## src/rtl/pll_reset_seq_if.sv

```systemverilog
// Signal bundle between the reset sequencer and its environment.
// The master side drives the PLL lock and software request inputs;
// the slave side (the sequencer) drives the reset and debug outputs.
interface pll_reset_seq_if;
  logic       pll_locked;
  logic       sw_rst_req;
  logic       reset_out_;
  logic [7:0] lock_loss_cnt;
  logic [1:0] seq_state;

  modport master (
    output pll_locked,
    output sw_rst_req,
    input  reset_out_,
    input  lock_loss_cnt,
    input  seq_state
  );

  modport slave (
    input  pll_locked,
    input  sw_rst_req,
    output reset_out_,
    output lock_loss_cnt,
    output seq_state
  );
endinterface

```

## src/rtl/pll_reset_seq.sv

```systemverilog
// Reset sequencer behind the PLL: synchronizes LOCK, waits for it to stay
// high for LOCK_STABLE_CYCLES, holds reset a further HOLD_CYCLES, then
// releases the SoC reset. Lock loss or a software request re-asserts it.
// sw_rst_req is a level sampled on every rising clk edge; it acts only in RUN.
module pll_reset_seq #(
  parameter int SYNC_STAGES        = 2,
  parameter int LOCK_STABLE_CYCLES = 1024,
  parameter int HOLD_CYCLES        = 16,
  parameter int CNT_WIDTH          = 11
) (
  input  logic            clk,
  input  logic            reset_,
  pll_reset_seq_if.slave  bus
);

  typedef enum logic [1:0] {
    WAIT_LOCK = 2'd0,
    STABLE    = 2'd1,
    HOLD      = 2'd2,
    RUN       = 2'd3
  } state_t;

  localparam logic [CNT_WIDTH-1:0] STABLE_LAST = CNT_WIDTH'(LOCK_STABLE_CYCLES - 1);
  localparam logic [CNT_WIDTH-1:0] HOLD_LAST   = CNT_WIDTH'(HOLD_CYCLES - 1);

  logic [SYNC_STAGES-1:0] r_sync;
  logic                   w_locked_s;
  state_t                 r_state;
  state_t                 w_next_state;
  logic [CNT_WIDTH-1:0]   r_cnt;
  logic [CNT_WIDTH-1:0]   w_cnt_next;
  logic                   w_loss_evt;
  logic [7:0]             r_loss_cnt;
  logic                   r_reset_out;
  logic                   w_reset_out_next;

  assign w_locked_s = r_sync[SYNC_STAGES-1];

  // LOCK synchronizer: shift the asynchronous PLL lock through SYNC_STAGES flops.
  always_ff @(posedge clk or negedge reset_) begin
    if (!reset_) begin
      r_sync <= '0;
    end else begin
      r_sync <= {r_sync[SYNC_STAGES-2:0], bus.pll_locked};
    end
  end

  // State register, cycle counter, saturating lock-loss counter, registered reset.
  always_ff @(posedge clk or negedge reset_) begin
    if (!reset_) begin
      r_state     <= WAIT_LOCK;
      r_cnt       <= '0;
      r_loss_cnt  <= 8'd0;
      r_reset_out <= 1'b0;
    end else begin
      r_state     <= w_next_state;
      r_cnt       <= w_cnt_next;
      r_reset_out <= w_reset_out_next;
      if (w_loss_evt && (r_loss_cnt != 8'hFF)) begin
        r_loss_cnt <= r_loss_cnt + 8'd1;
      end
    end
  end

  // Next-state logic: lock loss always wins, then counter expiry / soft reset.
  always_comb begin
    w_next_state = r_state;
    w_cnt_next   = r_cnt;
    w_loss_evt   = 1'b0;
    case (r_state)
      WAIT_LOCK: begin
        if (w_locked_s) begin
          w_next_state = STABLE;
          w_cnt_next   = '0;
        end
      end
      STABLE: begin
        if (!w_locked_s) begin
          w_next_state = WAIT_LOCK;
          w_loss_evt   = 1'b1;
        end else if (r_cnt == STABLE_LAST) begin
          w_next_state = HOLD;
          w_cnt_next   = '0;
        end else begin
          w_cnt_next = r_cnt + CNT_WIDTH'(1);
        end
      end
      HOLD: begin
        if (!w_locked_s) begin
          w_next_state = WAIT_LOCK;
          w_loss_evt   = 1'b1;
        end else if (r_cnt == HOLD_LAST) begin
          w_next_state = RUN;
        end else begin
          w_cnt_next = r_cnt + CNT_WIDTH'(1);
        end
      end
      RUN: begin
        if (!w_locked_s) begin
          w_next_state = WAIT_LOCK;
          w_loss_evt   = 1'b1;
        end else if (bus.sw_rst_req) begin
          w_next_state = HOLD;
          w_cnt_next   = '0;
        end
      end
      default: begin
        w_next_state = WAIT_LOCK;
        w_cnt_next   = '0;
      end
    endcase
  end

  // Output logic: reset_out_ is registered from the next state so it tracks RUN exactly.
  always_comb begin
    w_reset_out_next  = (w_next_state == RUN);
    bus.reset_out_    = r_reset_out;
    bus.lock_loss_cnt = r_loss_cnt;
    bus.seq_state     = r_state;
  end

endmodule

```

## src/flat_wrapper.sv

```systemverilog
// flat-port wrapper written by rule: the top's interface ports become plain ports
module pll_reset_seq_flat 
#(
  parameter int SYNC_STAGES        = 2,
  parameter int LOCK_STABLE_CYCLES = 1024,
  parameter int HOLD_CYCLES        = 16,
  parameter int CNT_WIDTH          = 11
)
  (clk, reset_, bus_pll_locked, bus_sw_rst_req, bus_reset_out_, bus_lock_loss_cnt, bus_seq_state);
  pll_reset_seq_if bus_i ();
  input  logic clk;
  input  logic reset_;
  input wire logic [$bits(bus_i.pll_locked)-1:0] bus_pll_locked;
  input wire logic [$bits(bus_i.sw_rst_req)-1:0] bus_sw_rst_req;
  output wire logic [$bits(bus_i.reset_out_)-1:0] bus_reset_out_;
  output wire logic [$bits(bus_i.lock_loss_cnt)-1:0] bus_lock_loss_cnt;
  output wire logic [$bits(bus_i.seq_state)-1:0] bus_seq_state;
  assign bus_i.pll_locked = bus_pll_locked;
  assign bus_i.sw_rst_req = bus_sw_rst_req;
  assign bus_reset_out_ = bus_i.reset_out_;
  assign bus_lock_loss_cnt = bus_i.lock_loss_cnt;
  assign bus_seq_state = bus_i.seq_state;
  pll_reset_seq #(.SYNC_STAGES(SYNC_STAGES), .LOCK_STABLE_CYCLES(LOCK_STABLE_CYCLES), .HOLD_CYCLES(HOLD_CYCLES), .CNT_WIDTH(CNT_WIDTH)) u_core (.clk(clk), .reset_(reset_), .bus(bus_i));
endmodule
```

## config.mk

```make
export PLATFORM = sky130hd
export DESIGN_NAME = pll_reset_seq_flat
export DESIGN_NICKNAME = d
export VERILOG_FILES = /design/src/rtl/pll_reset_seq_if.sv /design/src/rtl/pll_reset_seq.sv /design/src/flat_wrapper.sv
export SDC_FILE = /design/constraint.sdc
export NUM_CORES = 1
export LEC_CHECK = 0
export CAP_MARGIN = 20
export CORE_ASPECT_RATIO = 0.75
export CORE_MARGIN = 2
export CORE_UTILIZATION = 57
export DETAILED_ROUTE_END_ITERATION = 7
export GPL_ROUTABILITY_DRIVEN = 0
export GPL_TIMING_DRIVEN = 1
export MAX_ROUTING_LAYER = met4
export PLACE_DENSITY = 0.8
export SYNTH_ARGS = -nofsm -noshare
export SYNTH_HDL_FRONTEND = slang
export SYNTH_SLANG_ARGS = --single-unit
```

## constraint.sdc

```tcl
create_clock -name clk -period 3.4 [get_ports clk]
set_clock_uncertainty 0.05 [all_clocks]
set_input_delay 0.51 -clock clk [delete_from_list [all_inputs] [get_ports clk]]
set_output_delay 0.51 -clock clk [all_outputs]
set_load 0.1 [all_outputs]
```

* Word-level counts from Yosys, hierarchy flattened
Cells that the tools add are included.
W data, S select, Z words.
** Word-level totals
- Logic and storage cells :: 42
- Register bits after elaboration :: 24
- Output and inout bits :: 11
- Input port bits :: 4
** Cells by class
- Mux-type cells :: 18
- Equal/unequal tests :: 13
- Add/subtract/negate cells :: 2
- Reductions and logical operators :: 4
** Operators by type and width (number)
- $mux W11 :: 7
- $pmux W11 S4 :: 1
- $mux W2 :: 7
- $add A11 B1 Y11 const B :: 1
- $eq A11 B10 Y1 const B :: 1
- $eq A11 B4 Y1 const B :: 1
- $add A8 B1 Y8 const B :: 1
- $ne A2 B1 Y1 const B :: 4
- $ne A8 B8 Y1 const B :: 1
- $pmux W2 S4 :: 1
- $eq A2 B2 Y1 const B :: 3
- $reduce_and A6 Y1 :: 1
- $ne A2 B2 Y1 const B :: 2
- $reduce_or A3 Y1 :: 1
- $eq A2 B1 Y1 const B :: 1
- $logic_not A2 Y1 :: 1
- $mux W1 :: 2
- $logic_and A1 B1 Y1 :: 1

* Longest topological paths before layout
- Depth after elaboration :: 5
- Gate-level depth with buffers :: 7
- Depth with buffers taken out :: 6

* Worst setup path before layout
Ideal clock, no wire load.
- Path kind :: reg-to-reg
- Start :: register u_core.r_state[0] (netlist: u_core.bus.seq_state[0])
- End :: register u_core.r_cnt[9]
- Library setup time :: 0.121 ns
- Arrival time :: 2.505 ns
- Stages on the path, launching flop included :: 8
- Slack :: 0.724 ns
- Clock period less this slack :: 2.676 ns
- Data required time :: 3.229 ns
- Buffers on the path :: 1
- Cells stage by stage :: dfrtp_1 -> inv_1 -> ha_1 -> and2b_2 -> and4_1 -> buf_6 -> a211o_1 -> a22o_1
** On the way
- Word-level cells in the longest chain between the ends :: 3
- Elaborated cells on any way between the ends :: 12
- Classes of those cells :: 9 x eq/ne; 1 x mux; 2 x reduce/logical
** RTL lines
- from (decl) :: RTL line pll_reset_seq.sv:28 : state_t r_state;
- from (signal assigned) :: RTL line pll_reset_seq.sv:56 : r_state <= w_next_state;
- $eq A2 B2 Y1 (tied with other cells) :: RTL line pll_reset_seq.sv:70 : case (r_state)
- $ne A2 B1 Y1 (no line) / $ne A2 B2 Y1 (equally long branches)
- $reduce_and A6 Y1 (no line)
- to (signal assigned) :: RTL line pll_reset_seq.sv:57 : r_cnt <= w_cnt_next;
- to (decl) :: RTL line pll_reset_seq.sv:30 : logic [CNT_WIDTH-1:0] r_cnt;
Parallel ways exist; a longest one is shown, timed or not.
A chain may end at the register's enable or synchronous reset.

* Worst setup path after layout
- Start :: register u_core.r_state[0] (netlist: u_core.bus.seq_state[0])
- End :: output port bus_seq_state[0]
** RTL lines
- to (decl) :: RTL line flat_wrapper.sv:17 : output wire logic [$bits(bus_i.seq_state)-1:0] bus_seq_state;
No word-level cell between the ends.

==> impl_metrics.env <==
export IMPL_status="finished clean"
export IMPL_antenna_found_initial=0
export IMPL_worstSetupEndpointType="primary output"
export IMPL_crit_arrival_ns=1.98
export IMPL_dp_cells=189
export IMPL_timing_final_hold_violations=0
export IMPL_synth_mux_area_share_pct=1.51
export IMPL_p_leak_nw=0.795
export IMPL_start_util_pct=58.5
export IMPL_fill_cells=213
export IMPL_synth_area_mm2=0.00149
export IMPL_worstPathMaxFanout=7
export IMPL_rr_worst_depth=6
export IMPL_synth_avg_cell_area_um2=10.5
export IMPL_diodes=0
export IMPL_setup_viol=0
export IMPL_worstSetupPathType="reg2out"
export IMPL_grt_pass1_vias=1033
export IMPL_clk_pin_slew_ns=0.14
export IMPL_design_die_area_mm2=0.00304
export IMPL_clock_fmax_mhz=393
export IMPL_drtAntennaViolNets=0
export IMPL_max_slew_margin_pct=34.5
export IMPL_min_to="u_core.r_sync[1]$_DFF_PN0_"
export IMPL_syn2layout_area_growth_pct=13.7
export IMPL_hold_start="u_core.r_sync[0]$_DFF_PN0_"
export IMPL_routed_wirelength_mm=3.09
export IMPL_syn_inst=142
export IMPL_synth_fa_ha_area_share_pct=5.89
export IMPL_synth_top_family_by_area="simple AND/OR/NAND/NOR gates"
export IMPL_ys_flop_type="dfrtp_1"
export IMPL_critPathMaxStageDelay_ns=1.18
export IMPL_gr_usage_all_layers_pct=21.8
export IMPL_drtIter0Drc=148
export IMPL_slowest_stage="clkdlybuf4s50_1"
export IMPL_yosys_warnings=0
export IMPL_cts_made_buffers=3
export IMPL_worstMarginPinSlew_ns=0.979
export IMPL_vdd_drop_max_mv=0.554
export IMPL_internal_power_mw=0.643
export IMPL_grt_pass1_wl_mm=4.86
export IMPL_design_area_mm2=0.00169
export IMPL_clk_latency_ns=0.32
export IMPL_path_cells="clkdlybuf4s50_1"
export IMPL_placed_cell_area_mm2=0.00164
export IMPL_p_per_area_mw_per_mm2=762
export IMPL_p_sw_share_pct=50.1
export IMPL_post_route_period_util_pct=74.8
export IMPL_drive_gt1_share_pct=12.1
export IMPL_synth_top_area_share_pct=40.4
export IMPL_drv_slew=0
export IMPL_synth_commonest_cells="dfrtp_1 (24), nor2_1 (12), nand3_1 (10)"
export IMPL_postCtsResizedCells=0
export IMPL_io_buffers=14
export IMPL_synth_compound_area_share_pct=19.1
export IMPL_path_buf_inv=1
export IMPL_async_flop_share_pct=100
export IMPL_pwr_share_clk_pct=16.2
export IMPL_cap_violations=0
export IMPL_postCtsSetupRepairBufs=0
export IMPL_drt_wirelength_per_cell_um=16.0
export IMPL_clock_path_buffers=2
export IMPL_rsz0062_at_grt="no"
export IMPL_cts_sinks=24
export IMPL_ys_seq_area_share_pct=40.4
export IMPL_num_vias=1187
export IMPL_whs_ns=0.330
export IMPL_holdPathStages=0
export IMPL_pin_count=15
export IMPL_holdBufCountCts=0
export IMPL_cp_start_kind="register"
export IMPL_crit_required_ns=2.84
export IMPL_core_mm2=0.00254
export IMPL_reg2reg_to="u_core.r_cnt[9]$_DFFE_PN0P_"
export IMPL_synthTopCellsByArea="dfrtp_1 (40%), ha_1 (5.9%), nand3_1 (3.4%), nor2_1 (3.0%), a221o_1 (2.7%)"
export IMPL_cts_tree="yes"
export IMPL_synth_edf_count=0
export IMPL_die_y_um=48.2
export IMPL_grt_overflow_total=0
export IMPL_fin_crit_ns=2.54
export IMPL_die_w_um=63.0
export IMPL_pwr_share_comb_pct=53.3
export IMPL_hpwl_mm=2.26
export IMPL_p_switching_mw=0.646
export IMPL_final_cells=193
export IMPL_firstDrtPassIters=4
export IMPL_grt_max_degree=25
export IMPL_ys_types=45
export IMPL_htree_levels=1
export IMPL_drc=0
export IMPL_yosys_area_share_xor_xnor_pct=3.53
export IMPL_seqPwrFrac_pct=30.5
export IMPL_synth_most_common_cell="dfrtp_1"
export IMPL_syn_num_nets=153
export IMPL_rows=16
export IMPL_synth_top_cell_by_area="dfrtp_1"
export IMPL_vias_per_cell=6.15
export IMPL_ys_seq_elements=24
export IMPL_synth_simple_area_share_pct=25.8
export IMPL_utilization_pct=66.5
export IMPL_nNetsFinal=169
export IMPL_cts_root_buf="clkbuf_4"
export IMPL_cp_top_family="buffers and inverters"
export IMPL_tns_ns=0
export IMPL_hold_class="reg2reg"
export IMPL_r2r_start="u_core.bus.seq_state[0]$_DFF_PN0_"
export IMPL_ff2ff_setup_slack_ns=1.10
[power groups by stage]
stage / sequential [mW] / combinational, mW / clock [mW]
finish: 0.394 / 0.687 / 0.208
global placement: 0.396 / 0.669 / 0
CTS: 0.394 / 0.687 / 0.214
global route: 0.404 / 0.729 / 0.226
floorplan: 0.667 / 0.251 / 0
detailed placement: 0.400 / 0.686 / 0
[per-stage QoR]
| step | power [mW] | worst slack, ns |
|---|---|---|
| floorplan | 0.918 | 0.724 |
| global placement | 1.06 | 1.23 |
| detailed placement | 1.09 | 1.11 |
| CTS | 1.29 | 0.850 |
| global route | 1.36 | 0.790 |
| finish | 1.29 | 0.856 |
[worst max path at each step]
stage / startpoint / end / slack, ns / depth (start not counted)
after floorplan: u_core.bus.seq_state[0]$_DFF_PN0_ / u_core.r_cnt[9]$_DFFE_PN0P_ / 0.72 / 7
after global placement: u_core.bus.seq_state[0]$_DFF_PN0_ / u_core.r_cnt[9]$_DFFE_PN0P_ / 1.23 / 6
after detailed placement: u_core.bus.seq_state[0]$_DFF_PN0_ / u_core.r_cnt[9]$_DFFE_PN0P_ / 1.11 / 6
after CTS: u_core.bus.seq_state[0]$_DFF_PN0_ / bus_seq_state[0] / 0.85 / 1
after global routing: u_core.bus.seq_state[0]$_DFF_PN0_ / bus_seq_state[0] / 0.79 / 1
final: u_core.bus.seq_state[0]$_DFF_PN0_ / bus_seq_state[0] / 0.86 / 1
[logic make-up (layout without fill, tap and decap cells)]
kind of cell	Yosys count	count (layout)
buffers and inverters	8	23
flip-flops	24	24
AO/OA/AOI/OAI	34	34
multiplexers	2	2
adder cells (fa/ha/maj)	7	7
AND/OR/NAND/NOR	61	61
XOR/XNOR	6	6
[layout by cell type (no fill, tap or decap), drive strengths merged, types with 4 or more instances in the layout]
master / instances
a221o: 4
o21ai: 6
nor2: 12
ha: 7
and4: 5
nand2: 9
dfrtp: 24
and3: 6
nand3: 10
xor2: 4
inv: 4
clkdlybuf4s50: 14
nor3: 6
[area by class of cell]
type	count	area (um2)	share of cell area, %
clock inverters	1	30.0	1.78
flip-flops and latches	24	601	35.5
repair buffers	15	148	8.73
well taps	36	45.0	2.66
multi-input cells	110	831	49.1
clock buffers	3	22.5	1.33
inverters	4	15.0	0.888
[registers in the layout, summed over array words and instances, names as in the netlist]
name,flops
u_core.bus.lock_loss_cnt,8
u_core.r_cnt,11
u_core.r_sync,2
u_core.bus.reset_out_,1
u_core.bus.seq_state,2
[per-layer routing]
| layer | vias to the layer above | global-route usage [%] | wire length [um] |
|---|---|---|---|
| met5 | - | - | 0 |
| met4 | 0 | 4.44 | 14 |
| met3 | 2 | 5.08 | 144 |
| li1 | 574 | - | - |
| met1 | 580 | 29.6 | 1520 |
| met2 | 31 | 34.0 | 1420 |
Power figures use the tool's default switching activity.
